**src/rtl/uart_rx_pkg.sv**
```systemverilog
// uart_rx_pkg: shared types and constants for the uart_rx_deser receiver.
// Holds the receive FSM state enum and the oversampling/frame constants.
package uart_rx_pkg;

    localparam int OVERSAMPLE = 16;
    localparam int MID_SAMPLE = 8;
    localparam int DATA_BITS  = 8;

    localparam int TCNT_W = $clog2(OVERSAMPLE);
    localparam int BCNT_W = $clog2(DATA_BITS);

    typedef enum logic [2:0] {
        ST_IDLE,
        ST_START,
        ST_DATA,
`ifdef UART_RX_PARITY_EN
        ST_PARITY,
`endif
        ST_STOP,
        ST_BREAK
    } rx_state_e;

    // Last tick index of a bit period that lasts n ticks.
    function automatic logic [TCNT_W-1:0] last_tick(input int n);
        return TCNT_W'(n - 1);
    endfunction

endpackage

```
**src/rtl/uart_rx_fifo.sv**
```systemverilog
// uart_rx_fifo: synchronous 8-bit FIFO holding decoded receive bytes.
// Ports: clk_i, rst_ni, push_i/data_i (write), pop_i (read head),
//        full_o, empty_o, head_o (head byte, 0 while empty).
module uart_rx_fifo #(
    parameter int DEPTH = 8
) (
    input  logic       clk_i,
    input  logic       rst_ni,
    input  logic       push_i,
    input  logic [7:0] data_i,
    input  logic       pop_i,
    output logic       full_o,
    output logic       empty_o,
    output logic [7:0] head_o
);

    localparam int AW = $clog2(DEPTH);

    logic [AW:0] wr_q, wr_d;
    logic [AW:0] rd_q, rd_d;
    logic [7:0]  mem_q [DEPTH];
    logic        do_pop;
    logic        do_push;

    assign empty_o = (wr_q == rd_q);
    assign full_o  = (wr_q[AW] != rd_q[AW]) &&
                     (wr_q[AW-1:0] == rd_q[AW-1:0]);

    // A pop in the same cycle frees the slot, so a full FIFO still
    // accepts the write.
    assign do_pop  = pop_i & ~empty_o;
    assign do_push = push_i & (~full_o | do_pop);

    assign head_o = empty_o ? 8'h00 : mem_q[rd_q[AW-1:0]];

    always_comb begin
        wr_d = wr_q;
        rd_d = rd_q;
        if (do_push) begin
            wr_d = wr_q + 1'b1;
        end
        if (do_pop) begin
            rd_d = rd_q + 1'b1;
        end
    end

    always_ff @(posedge clk_i or negedge rst_ni) begin
        if (!rst_ni) begin
            wr_q <= '0;
            rd_q <= '0;
        end else begin
            wr_q <= wr_d;
            rd_q <= rd_d;
        end
    end

    always_ff @(posedge clk_i) begin
        if (do_push) begin
            mem_q[wr_q[AW-1:0]] <= data_i;
        end
    end

endmodule

```
**src/rtl/uart_rx_deser.sv**
```systemverilog
// uart_rx_deser: 16x oversampling 8N1 UART receiver with byte FIFO.
// Ports: clock, resetn (async low), divisor (clocks per 1/16 bit),
//        rx (serial in), out_valid/out_data/out_ready (byte port),
//        frame_err, overrun (1-cycle pulses), busy (not IDLE).
// Build option UART_RX_PARITY_EN: 8E1 frames and a parity_err pulse.
module uart_rx_deser
    import uart_rx_pkg::*;
#(
    parameter int FIFO_DEPTH = 8,
    parameter int DIV_W      = 16
) (
    input  logic             clock,
    input  logic             resetn,
    input  logic [DIV_W-1:0] divisor,
    input  logic             rx,
    output logic             out_valid,
    output logic [7:0]       out_data,
    input  logic             out_ready,
    output logic             frame_err,
    output logic             overrun,
`ifdef UART_RX_PARITY_EN
    output logic             parity_err,
`endif
    output logic             busy
);

    // Synchronizer resets to idle-high so no false start after reset.
    logic rx_meta_q;
    logic rx_s_q;
    logic rx_prev_q;
    logic fall;

    always_ff @(posedge clock or negedge resetn) begin
        if (!resetn) begin
            rx_meta_q <= 1'b1;
            rx_s_q    <= 1'b1;
            rx_prev_q <= 1'b1;
        end else begin
            rx_meta_q <= rx;
            rx_s_q    <= rx_meta_q;
            rx_prev_q <= rx_s_q;
        end
    end

    assign fall = rx_prev_q & ~rx_s_q;

    rx_state_e state_q, state_d;

    // Tick generator; held in reload while IDLE so each frame's
    // tick phase starts at its own start edge.
    logic [DIV_W-1:0] div_m1;
    logic [DIV_W-1:0] div_q, div_d;
    logic [DIV_W-1:0] cnt_q, cnt_d;
    logic             tick;

    assign div_m1 = (divisor == '0) ? '0 : divisor - DIV_W'(1);
    assign tick   = (state_q != ST_IDLE) && (cnt_q == '0);

    always_comb begin
        div_d = div_q;
        cnt_d = cnt_q;
        if (state_q == ST_IDLE) begin
            div_d = div_m1;
            cnt_d = div_m1;
        end else if (cnt_q == '0) begin
            cnt_d = div_q;
        end else begin
            cnt_d = cnt_q - DIV_W'(1);
        end
    end

    always_ff @(posedge clock or negedge resetn) begin
        if (!resetn) begin
            div_q <= '0;
            cnt_q <= '0;
        end else begin
            div_q <= div_d;
            cnt_q <= cnt_d;
        end
    end

    logic [TCNT_W-1:0] tcnt_q, tcnt_d;
    logic [BCNT_W-1:0] bcnt_q, bcnt_d;
    logic [7:0]        shift_q, shift_d;
    logic              frame_err_q, frame_err_d;
    logic              overrun_q, overrun_d;
    logic              push;
    logic              pop;
    logic              fifo_full;
    logic              fifo_empty;
    logic              mid_end;
    logic              bit_end;

    assign mid_end = tick && (tcnt_q == last_tick(MID_SAMPLE));
    assign bit_end = tick && (tcnt_q == last_tick(OVERSAMPLE));

`ifdef UART_RX_PARITY_EN
    logic par_q, par_d;
    logic parity_err_q, parity_err_d;
`endif

    always_comb begin
        state_d     = state_q;
        tcnt_d      = tcnt_q;
        bcnt_d      = bcnt_q;
        shift_d     = shift_q;
        push        = 1'b0;
        frame_err_d = 1'b0;
`ifdef UART_RX_PARITY_EN
        par_d        = par_q;
        parity_err_d = 1'b0;
`endif
        unique case (state_q)
            ST_IDLE: begin
                tcnt_d = '0;
                bcnt_d = '0;
                if (fall) begin
                    state_d = ST_START;
                end
            end
            ST_START: begin
                if (mid_end) begin
                    tcnt_d  = '0;
                    // Line back high mid start bit: a glitch.
                    state_d = rx_s_q ? ST_IDLE : ST_DATA;
                end else if (tick) begin
                    tcnt_d = tcnt_q + 1'b1;
                end
            end
            ST_DATA: begin
                if (bit_end) begin
                    tcnt_d  = '0;
                    shift_d = {rx_s_q, shift_q[7:1]};
                    bcnt_d  = bcnt_q + 1'b1;
                    if (bcnt_q == BCNT_W'(DATA_BITS - 1)) begin
`ifdef UART_RX_PARITY_EN
                        state_d = ST_PARITY;
`else
                        state_d = ST_STOP;
`endif
                    end
                end else if (tick) begin
                    tcnt_d = tcnt_q + 1'b1;
                end
            end
`ifdef UART_RX_PARITY_EN
            ST_PARITY: begin
                if (bit_end) begin
                    tcnt_d  = '0;
                    par_d   = rx_s_q;
                    state_d = ST_STOP;
                end else if (tick) begin
                    tcnt_d = tcnt_q + 1'b1;
                end
            end
`endif
            ST_STOP: begin
                if (bit_end) begin
                    tcnt_d = '0;
`ifdef UART_RX_PARITY_EN
                    parity_err_d = par_q ^ (^shift_q);
`endif
                    if (rx_s_q) begin
                        push    = 1'b1;
                        state_d = ST_IDLE;
                    end else begin
                        frame_err_d = 1'b1;
                        state_d     = ST_BREAK;
                    end
                end else if (tick) begin
                    tcnt_d = tcnt_q + 1'b1;
                end
            end
            ST_BREAK: begin
                if (rx_s_q) begin
                    state_d = ST_IDLE;
                end
            end
            default: begin
                state_d = ST_IDLE;
            end
        endcase
    end

    assign pop       = out_valid & out_ready;
    assign overrun_d = push & fifo_full & ~pop;

    always_ff @(posedge clock or negedge resetn) begin
        if (!resetn) begin
            state_q     <= ST_IDLE;
            tcnt_q      <= '0;
            bcnt_q      <= '0;
            shift_q     <= '0;
            frame_err_q <= 1'b0;
            overrun_q   <= 1'b0;
        end else begin
            state_q     <= state_d;
            tcnt_q      <= tcnt_d;
            bcnt_q      <= bcnt_d;
            shift_q     <= shift_d;
            frame_err_q <= frame_err_d;
            overrun_q   <= overrun_d;
        end
    end

`ifdef UART_RX_PARITY_EN
    always_ff @(posedge clock or negedge resetn) begin
        if (!resetn) begin
            par_q        <= 1'b0;
            parity_err_q <= 1'b0;
        end else begin
            par_q        <= par_d;
            parity_err_q <= parity_err_d;
        end
    end

    assign parity_err = parity_err_q;
`endif

    uart_rx_fifo #(
        .DEPTH(FIFO_DEPTH)
    ) u_fifo (
        .clk_i  (clock),
        .rst_ni (resetn),
        .push_i (push),
        .data_i (shift_q),
        .pop_i  (pop),
        .full_o (fifo_full),
        .empty_o(fifo_empty),
        .head_o (out_data)
    );

    assign out_valid = ~fifo_empty;
    assign frame_err = frame_err_q;
    assign overrun   = overrun_q;
    assign busy      = (state_q != ST_IDLE);

endmodule

```
**config.mk**
```make
export PLATFORM = sky130hd
export DESIGN_NAME = uart_rx_deser
export DESIGN_NICKNAME = d
export VERILOG_FILES = /design/src/rtl/uart_rx_pkg.sv /design/src/rtl/uart_rx_fifo.sv /design/src/rtl/uart_rx_deser.sv
export SDC_FILE = /design/constraint.sdc
export NUM_CORES = 1
export LEC_CHECK = 0
export ABC_AREA = 1
export CORE_MARGIN = 4
export CORE_UTILIZATION = 40
export DETAILED_ROUTE_END_ITERATION = 12
export PLACE_DENSITY = 0.67
export REMOVE_ABC_BUFFERS = 1
export SLEW_MARGIN = 20
export SYNTH_ARGS = -nofsm -noshare
export SYNTH_HDL_FRONTEND = slang
export SYNTH_HIERARCHICAL = 1
export SYNTH_SLANG_ARGS = --single-unit
```
**constraint.sdc**
```tcl
create_clock -name clock -period 3.3 [get_ports clock]
set_input_delay 0.66 -clock clock [delete_from_list [all_inputs] [get_ports clock]]
set_output_delay 0.66 -clock clock [all_outputs]
set_load 0.02 [all_outputs]
```
==> results of run 1 <==
[power by group]
part	switching, mW	internal [mW]
combinational	0.772	0.373
sequential	0.153	1.89
clock	0.659	1.33
[sequential cells by signal, indices dropped and copies added, names as in the netlist]
name,flops
bcnt_q,3
u_fifo/mem_q,64
state_q,3
u_fifo/rd_q,4
cnt_q,16
shift_q,8
rx_s_q,1
tcnt_q,4
u_fifo/wr_q,4
frame_err,1
rx_prev_q,1
div_q,16
overrun,1
rx_meta_q,1
[cell families after synthesis]
family	after synthesis
adder cells (fa/ha/maj)	8
flip-flops	127
XOR/XNOR	21
buffers and inverters	76
AO/OA/AOI/OAI	109
AND/OR/NAND/NOR	330
[metrics by stage]
step                hold slack (ns)  area, sq um  std cells  power [mW]  util [%]
detailed placement            0.348         6750        884        3.20      44.4
global placement              0.346         6750        884        3.17      44.4
CTS                           0.354         7400        916        5.22      48.7
global route                  0.359         7400        916        5.48      48.7
floorplan                     0.345         6110        652        2.87         -
finish                        0.331         7400        916        5.17      48.7
[cells in the mapped netlist, types with 7 or more instances]
library cell,n,area share (%)
xnor2_1,8,1.1
ha_1,8,1.6
edfxtp_1,64,31
xor2_1,11,1.6
nor3_1,7,0.56
o21ai_1,7,0.56
inv_1,50,3.0
buf_2,8,0.64
o21ai_0,76,6.1
nand2_1,131,7.9
inv_2,7,0.42
o22ai_1,8,0.81
nand4_1,7,0.70
dfrtp_1,60,24
nand3_1,50,4.0
nor2_1,105,6.3
[cells in the final DEF (no fill, tap or decap), drive strengths merged]
| cell type | n |
|---|---|
| a21o | 1 |
| a21oi | 4 |
| buf | 14 |
| bufinv | 2 |
| clkbuf | 26 |
| clkdlybuf4s50 | 30 |
| clkinv | 1 |
| clkinvlp | 2 |
| dfrtp | 60 |
| dfstp | 3 |
| edfxtp | 64 |
| ha | 8 |
| inv | 58 |
| nand2 | 139 |
| nand3 | 54 |
| nand3b | 1 |
| nand4 | 8 |
| nor2 | 117 |
| nor3 | 7 |
| nor3b | 1 |
| nor4 | 1 |
| o211ai | 5 |
| o21ai | 85 |
| o221ai | 5 |
| o22ai | 8 |
| o31ai | 1 |
| or2 | 2 |
| xnor2 | 9 |
| xor2 | 12 |
[critical path, stage by stage, from the launching register on]
cell	delay, ns
dfrtp_1	0.57
xnor2_2	0.38
nand3_2	0.29
o21ai_1	0.20
nor2_1	0.05
clkdlybuf4s50_1	0.53
[worst max path at each step]
stage                    from                  to  slack (ns)  depth (start not counted)
3_3_place_gp         cnt_q[0]  u_fifo/mem_q[7][6]        0.57                         13
6_report       u_fifo/rd_q[2]         out_data[3]        0.19                          5
4_1_cts        u_fifo/rd_q[0]         out_data[0]        0.17                          6
2_1_floorplan  u_fifo/rd_q[0]  u_fifo/mem_q[2][0]        0.43                         11
5_1_grt        u_fifo/rd_q[0]         out_data[5]        0.02                          8
3_5_place_dp         cnt_q[0]  u_fifo/mem_q[7][5]        0.58                         13
[cell type report]
class	count	area, sq um	area share, %
clock inverters	6	88.8	1.20
well taps	188	235	3.18
clock buffers	26	563	7.61
flip-flops and latches	127	3500	47.3
inverters	57	214	2.89
multi-input cells	468	2390	32.4
repair buffers	44	403	5.44
[metal layers]
metal / vias to the layer above / wire (um)
met5: - / 0
met4: 0 / 302
met3: 26 / 741
met2: 165 / 6740
met1: 2237 / 6160
li1: 2334 / -
==> summary.md, run 1 <==
| Metric | Value |
|---|---|
| TritonCTS Buffers | `17` |
| Post-Route WL | `13.9 mm` |
| N_diodes | `0` |
| IO Count | `32` |
| Final setup viols | `0` |
| Setup TNS | `0 ns` |
| Startpoint Class | `flop` |
| Data arrival time of the worst path | `2.45 ns` |
| Power density cells | `699 nW/um^2` |
| # port buffers | `31` |
| H-Tree Depth | `4` |
| Root buffer cell | `clkbuf_16` |
| Syn Std Cell Area | `6210 sq um` |
| Met2 Track Usage GR | `26.6%` |
| Routability cong. | `0.868` |
| RSZ-0062 raised after global routing | `no` |
| FF-to-FF path depth | `13` |
| Total setup buffers inserted after CTS | `0` |
| Max Cap Viol | `0` |
| Synth unique cells | `41` |
| Status | `finished, final reports clean` |
| Resized Gates After CTS | `0` |
| Yosys reg bits | `127` |
| Met3 usage in global routing | `4.30%` |
| Row count | `45` |
| Synthesized area per cell | `9.26 sq um` |
| Ys Warns | `6` |
| First-pass GRT wire length | `23.4 mm` |
| Vias in the first global route | `4693` |
| IR drop worst, VDD | `0.425 mV` |
| Worst Hold Class | `in -> async` |
| Initial Utilization | `40.9%` |
| DR WL/cell | `15.2 um` |
| Post-synthesis compound-gate area fraction | `9.64%` |
| Final setup margin | `0.187 ns` |
| Post-Syn Instances | `671` |
| Die Ht | `133 um` |
| Most Crowded Layer GR | `met2` |
| Worst slew pin tran | `0.934 ns` |
| Worst r2r src | `cnt_q[0]` |
| Largest net degree at the start of global routing | `34` |
| Initial antenna violation count | `0` |
| Fin nets | `743` |
| Routed via count | `4762` |
| Fraction of layout cells with a size suffix above 1 | `11.7%` |
| Clock sink count | `127` |
| Post-synth EDFFs | `64` |
| Remaining DRCs | `0` |
| GR Util All Layers | `16.6%` |
| Remaining Overflow, GRT | `0` |
| Predominant post-synthesis flop cell | `edfxtp_1` |
| Post-synthesis simple-gate area fraction | `24.1%` |
| Pins Over Slew Limit | `0` |
| Via/cell ratio | `5.20` |
| Core area | `15200 sq um` |
| Fill count | `1391` |
| Critical path peak fanout | `13` |
| Die X | `133 um` |
| Mux contribution to synthesized area | `0%` |
| P_leak | `3.30 nW` |
| Required @ worst endpoint | `2.64 ns` |
| Rel. slew slack | `37.5%` |
| Adder-cell share of the synthesized area | `1.61%` |
| Drt initial violations | `450` |
| CTS tree | `done` |
| Worst-skew pair later-pin latency | `0.42 ns` |
| GR Util met1 | `21.5%` |
| Clock Path Buffers | `2` |
| Post-DP HPWL | `9.89 mm` |
| P&R area growth vs syn | `19.1%` |
| R2R setup slack | `0.55 ns` |
| Hold Fails Final Rpt | `0` |
| CTS Hold Bufs | `0` |
| Sequential share of the synthesized area | `56.4%` |
| Xor/xnor share of the synthesized area | `3.20%` |
| Critical path type | `reg -> out` |
| Final Skew | `0.00662 ns` |
| Crit share post-route | `94.3%` |
| Die area | `17600 sq um` |
| Minimum clock period | `3.11 ns` |
| Largest family of logic cells by synthesized area | `simple AND/OR/NAND/NOR gates` |
| Worst Setup End Kind | `primary output` |
| ANT nets after route | `0` |
| Placement Setup Slack | `0.578 ns` |
| Ys async rst share | `49.6%` |
| Clk slew on worst S/H paths | `0.06 ns` |
| Max Fclk | `321 MHz` |
| Drt pass-1 iters | `5` |
| Worst R2R End | `u_fifo/mem_q[7][6]` |
Note: power is estimated with default switching activity, not from simulation.
==> run 2: changes to the inputs <==
--- a/config.mk
+++ b/config.mk
@@ -9,6 +9,7 @@
 export CORE_MARGIN = 4
 export CORE_UTILIZATION = 40
 export DETAILED_ROUTE_END_ITERATION = 12
+export GPL_ROUTABILITY_DRIVEN = 0
 export PLACE_DENSITY = 0.67
 export REMOVE_ABC_BUFFERS = 1
 export SLEW_MARGIN = 20
==> summary.md, run 2 (synthesis gave the netlist of run 1 again) <==
| Metric | Value |
|---|---|
| Status | `finished, final reports clean (unchanged)` |
| RSZ-0062 raised after global routing | `no (unchanged)` |
| CTS Hold Bufs | `0 (unchanged)` |
| Drt pass-1 iters | `5 (unchanged)` |
| TritonCTS Buffers | `17 (unchanged)` |
| Resized Gates After CTS | `0 (unchanged)` |
| DR WL/cell | `15.5 um (was 15.2 um)` |
| First-pass GRT wire length | `23.6 mm (was 23.4 mm)` |
| Startpoint Class | `flop (unchanged)` |
| Initial antenna violation count | `0 (unchanged)` |
| CTS tree | `done (unchanged)` |
| Power density cells | `682 nW/um^2 (was 699 nW/um^2)` |
| Setup TNS | `0 ns (unchanged)` |
| CP dominant cell by count | `nor2_1` |
| Crit path from | `u_fifo/rd_q[0] (was u_fifo/rd_q[2])` |
| ANT nets after route | `0 (unchanged)` |
| Drt initial violations | `398 (was 450)` |
| Hold path startpoint | `rx_meta_q` |
| Sw Share | `32.7% (was 30.6%)` |
| Row count | `45 (unchanged)` |
| Worst-path cell with the longest stage delay | `clkdlybuf4s50_1 (was dfrtp_1)` |
| N_diodes | `0 (unchanged)` |
| Critical path type | `reg -> out (unchanged)` |
| GR Util All Layers | `16.7% (was 16.6%)` |
| Largest net degree at the start of global routing | `36 (was 34)` |
| Required @ worst endpoint | `2.64 ns (about the same)` |
| IR drop worst, VDD | `0.470 mV (was 0.425 mV)` |
| Max reg flops | `64 (unchanged)` |
| Clock sink count | `127 (unchanged)` |
| Pins Over Slew Limit | `0 (unchanged)` |
| Placed Area | `6750 sq um (unchanged)` |
| Initial Utilization | `40.9% (unchanged)` |
| Sequential Power Share | `40.8% (was 39.4%)` |
| Critical path's largest stage delay | `0.61 ns (was 0.57 ns)` |
| Switching pwr | `1.63 mW (was 1.58 mW)` |
| Data arrival time of the worst path | `2.48 ns (was 2.45 ns)` |
| Fraction of layout cells with a size suffix above 1 | `11.7% (unchanged)` |
| H-Tree Depth | `4 (unchanged)` |
| Worst Setup End Kind | `primary output (unchanged)` |
| Remaining Overflow, GRT | `0 (unchanged)` |
| Minimum clock period | `3.14 ns (was 3.11 ns)` |
| Most common cell after layout, fill and taps aside | `nand2_1 (unchanged)` |
| Worst r2r src | `cnt_q[0] (unchanged)` |
| Max Fclk | `319 MHz (was 321 MHz)` |
| Core area | `15200 sq um (unchanged)` |
| Critical path peak fanout | `33 (was 13)` |
| Max Cap Viol | `0 (unchanged)` |
| Clock Path Buffers | `2 (unchanged)` |
| Hold Fails Final Rpt | `0 (unchanged)` |
| Worst Hold Margin | `0.357 ns (was 0.331 ns)` |
| Worst Hold Class | `reg -> reg (was in -> async)` |
| P&R area growth vs syn | `17.8% (was 19.1%)` |
| Die Ht | `133 um (unchanged)` |
| Total setup buffers inserted after CTS | `0 (unchanged)` |
| P_leak | `3.25 nW (was 3.30 nW)` |
| Comb pwr share | `22.9% (was 22.1%)` |
| IO Count | `32 (unchanged)` |
| Most frequent cells in the layout | `nand2_1 (131), nor2_1 (105), o21ai_0 (76) (unchanged)` |
| Worst-skew pair later-pin latency | `0.42 ns (about the same)` |
| Post-Route WL | `14.2 mm (was 13.9 mm)` |
| Internal cell power | `3.36 mW (was 3.59 mW)` |
| Layout Cell Area excl Fill | `7320 sq um (was 7400 sq um)` |
| Vias in the first global route | `4830 (was 4693)` |
| Crit share post-route | `95.0% (was 94.3%)` |
| Cells along the critical path | `inv_2, buf_4, o21ai_0, o22ai_1, nor2_1, nor2_1, clkdlybuf4s50_1 (was xnor2_2, nand3_2, o21ai_1, nor2_1, clkdlybuf4s50_1)` |
| Die X | `133 um (unchanged)` |
| Root buffer cell | `clkbuf_16 (unchanged)` |
| # port buffers | `31 (unchanged)` |
| Fin nets | `743 (unchanged)` |
| Clk network pwr share | `36.3% (was 38.4%)` |
| Power Total | `5.00 mW (was 5.17 mW)` |
| Final setup viols | `0 (unchanged)` |
| Routed via count | `4835 (was 4762)` |
| Die area | `17600 sq um (unchanged)` |
| Clk slew on worst S/H paths | `0.06 ns (about the same)` |
| Worst slew pin tran | `0.958 ns (was 0.934 ns)` |
| Final Skew | `0.00675 ns (was 0.00662 ns)` |
| Remaining DRCs | `0 (unchanged)` |
| Rel. slew slack | `35.9% (was 37.5%)` |
| Via/cell ratio | `5.28 (was 5.20)` |
| Post-DP HPWL | `9.80 mm (was 9.89 mm)` |
==> run 2: changes by cell type in the layout (fill, tap and decap cells not counted), sizes merged <==
cell      change
clkbuf        -9
clkinv        +8
clkinvlp      +2
inv           -1
==> run 2: power by group through the flow <==
stage                     Clock (mW)  Combinational (mW)  Sequential, mW
after floorplan                    0               0.841            2.03
after global placement             0                1.12            2.06
after detailed placement           0                1.14            2.07
after CTS                       1.83                1.15            2.04
after global routing            1.90                1.33            2.07
final                           1.81                1.14            2.04
==> run 2: per-layer routing <==
layer  vias up  global-route usage, %  wire (um)
li1       2337                      -          -
met1      2311                   21.2       6260
met2       153                   27.3       6890
met3        34                   4.11        680
met4         0                   7.51        378
met5         -                      0          0
==> run 2: cell type report <==
| cell class | count | area, sq um |
|---|---|---|
| repair buffers | 44 | 403 |
| multi-input cells | 468 | 2390 |
| clock buffers | 17 | 425 |
| inverters | 57 | 214 |
| flip-flops and latches | 127 | 3500 |
| clock inverters | 15 | 148 |
| well taps | 188 | 235 |
| fillers | 1371 | 7880 |
==> run 2: path summary, 6_finish.rpt <==
kind                       slack [ns]  depth (start not counted)                  to
min in group asynchronous        0.37                          1          shift_q[0]
max                              0.16                          7         out_data[4]
min reg2reg                      0.36                          0              rx_s_q
max reg2reg                      0.46                         13  u_fifo/mem_q[7][0]
max in group asynchronous        2.19                          2           cnt_q[14]
min                              0.36                          0              rx_s_q
==> run 2: through the flow <==
step / std cells / utilization (%) / setup WS [ns]
floorplan: 652 / - / 0.427
global placement: 884 / 44.4 / 0.573
detailed placement: 884 / 44.4 / 0.508
CTS: 916 / 48.2 / 0.172
global route: 916 / 48.2 / 0.0309
finish: 916 / 48.2 / 0.165
==> run 2: worst max-delay path, delay by kind of cell, from the launching register on <==
kind,cells,cell delay [ns]
buffers and inverters,3,1.01
flip-flops,1,0.47
AO/OA/AOI/OAI,2,0.36
AND/OR/NAND/NOR,2,0.21
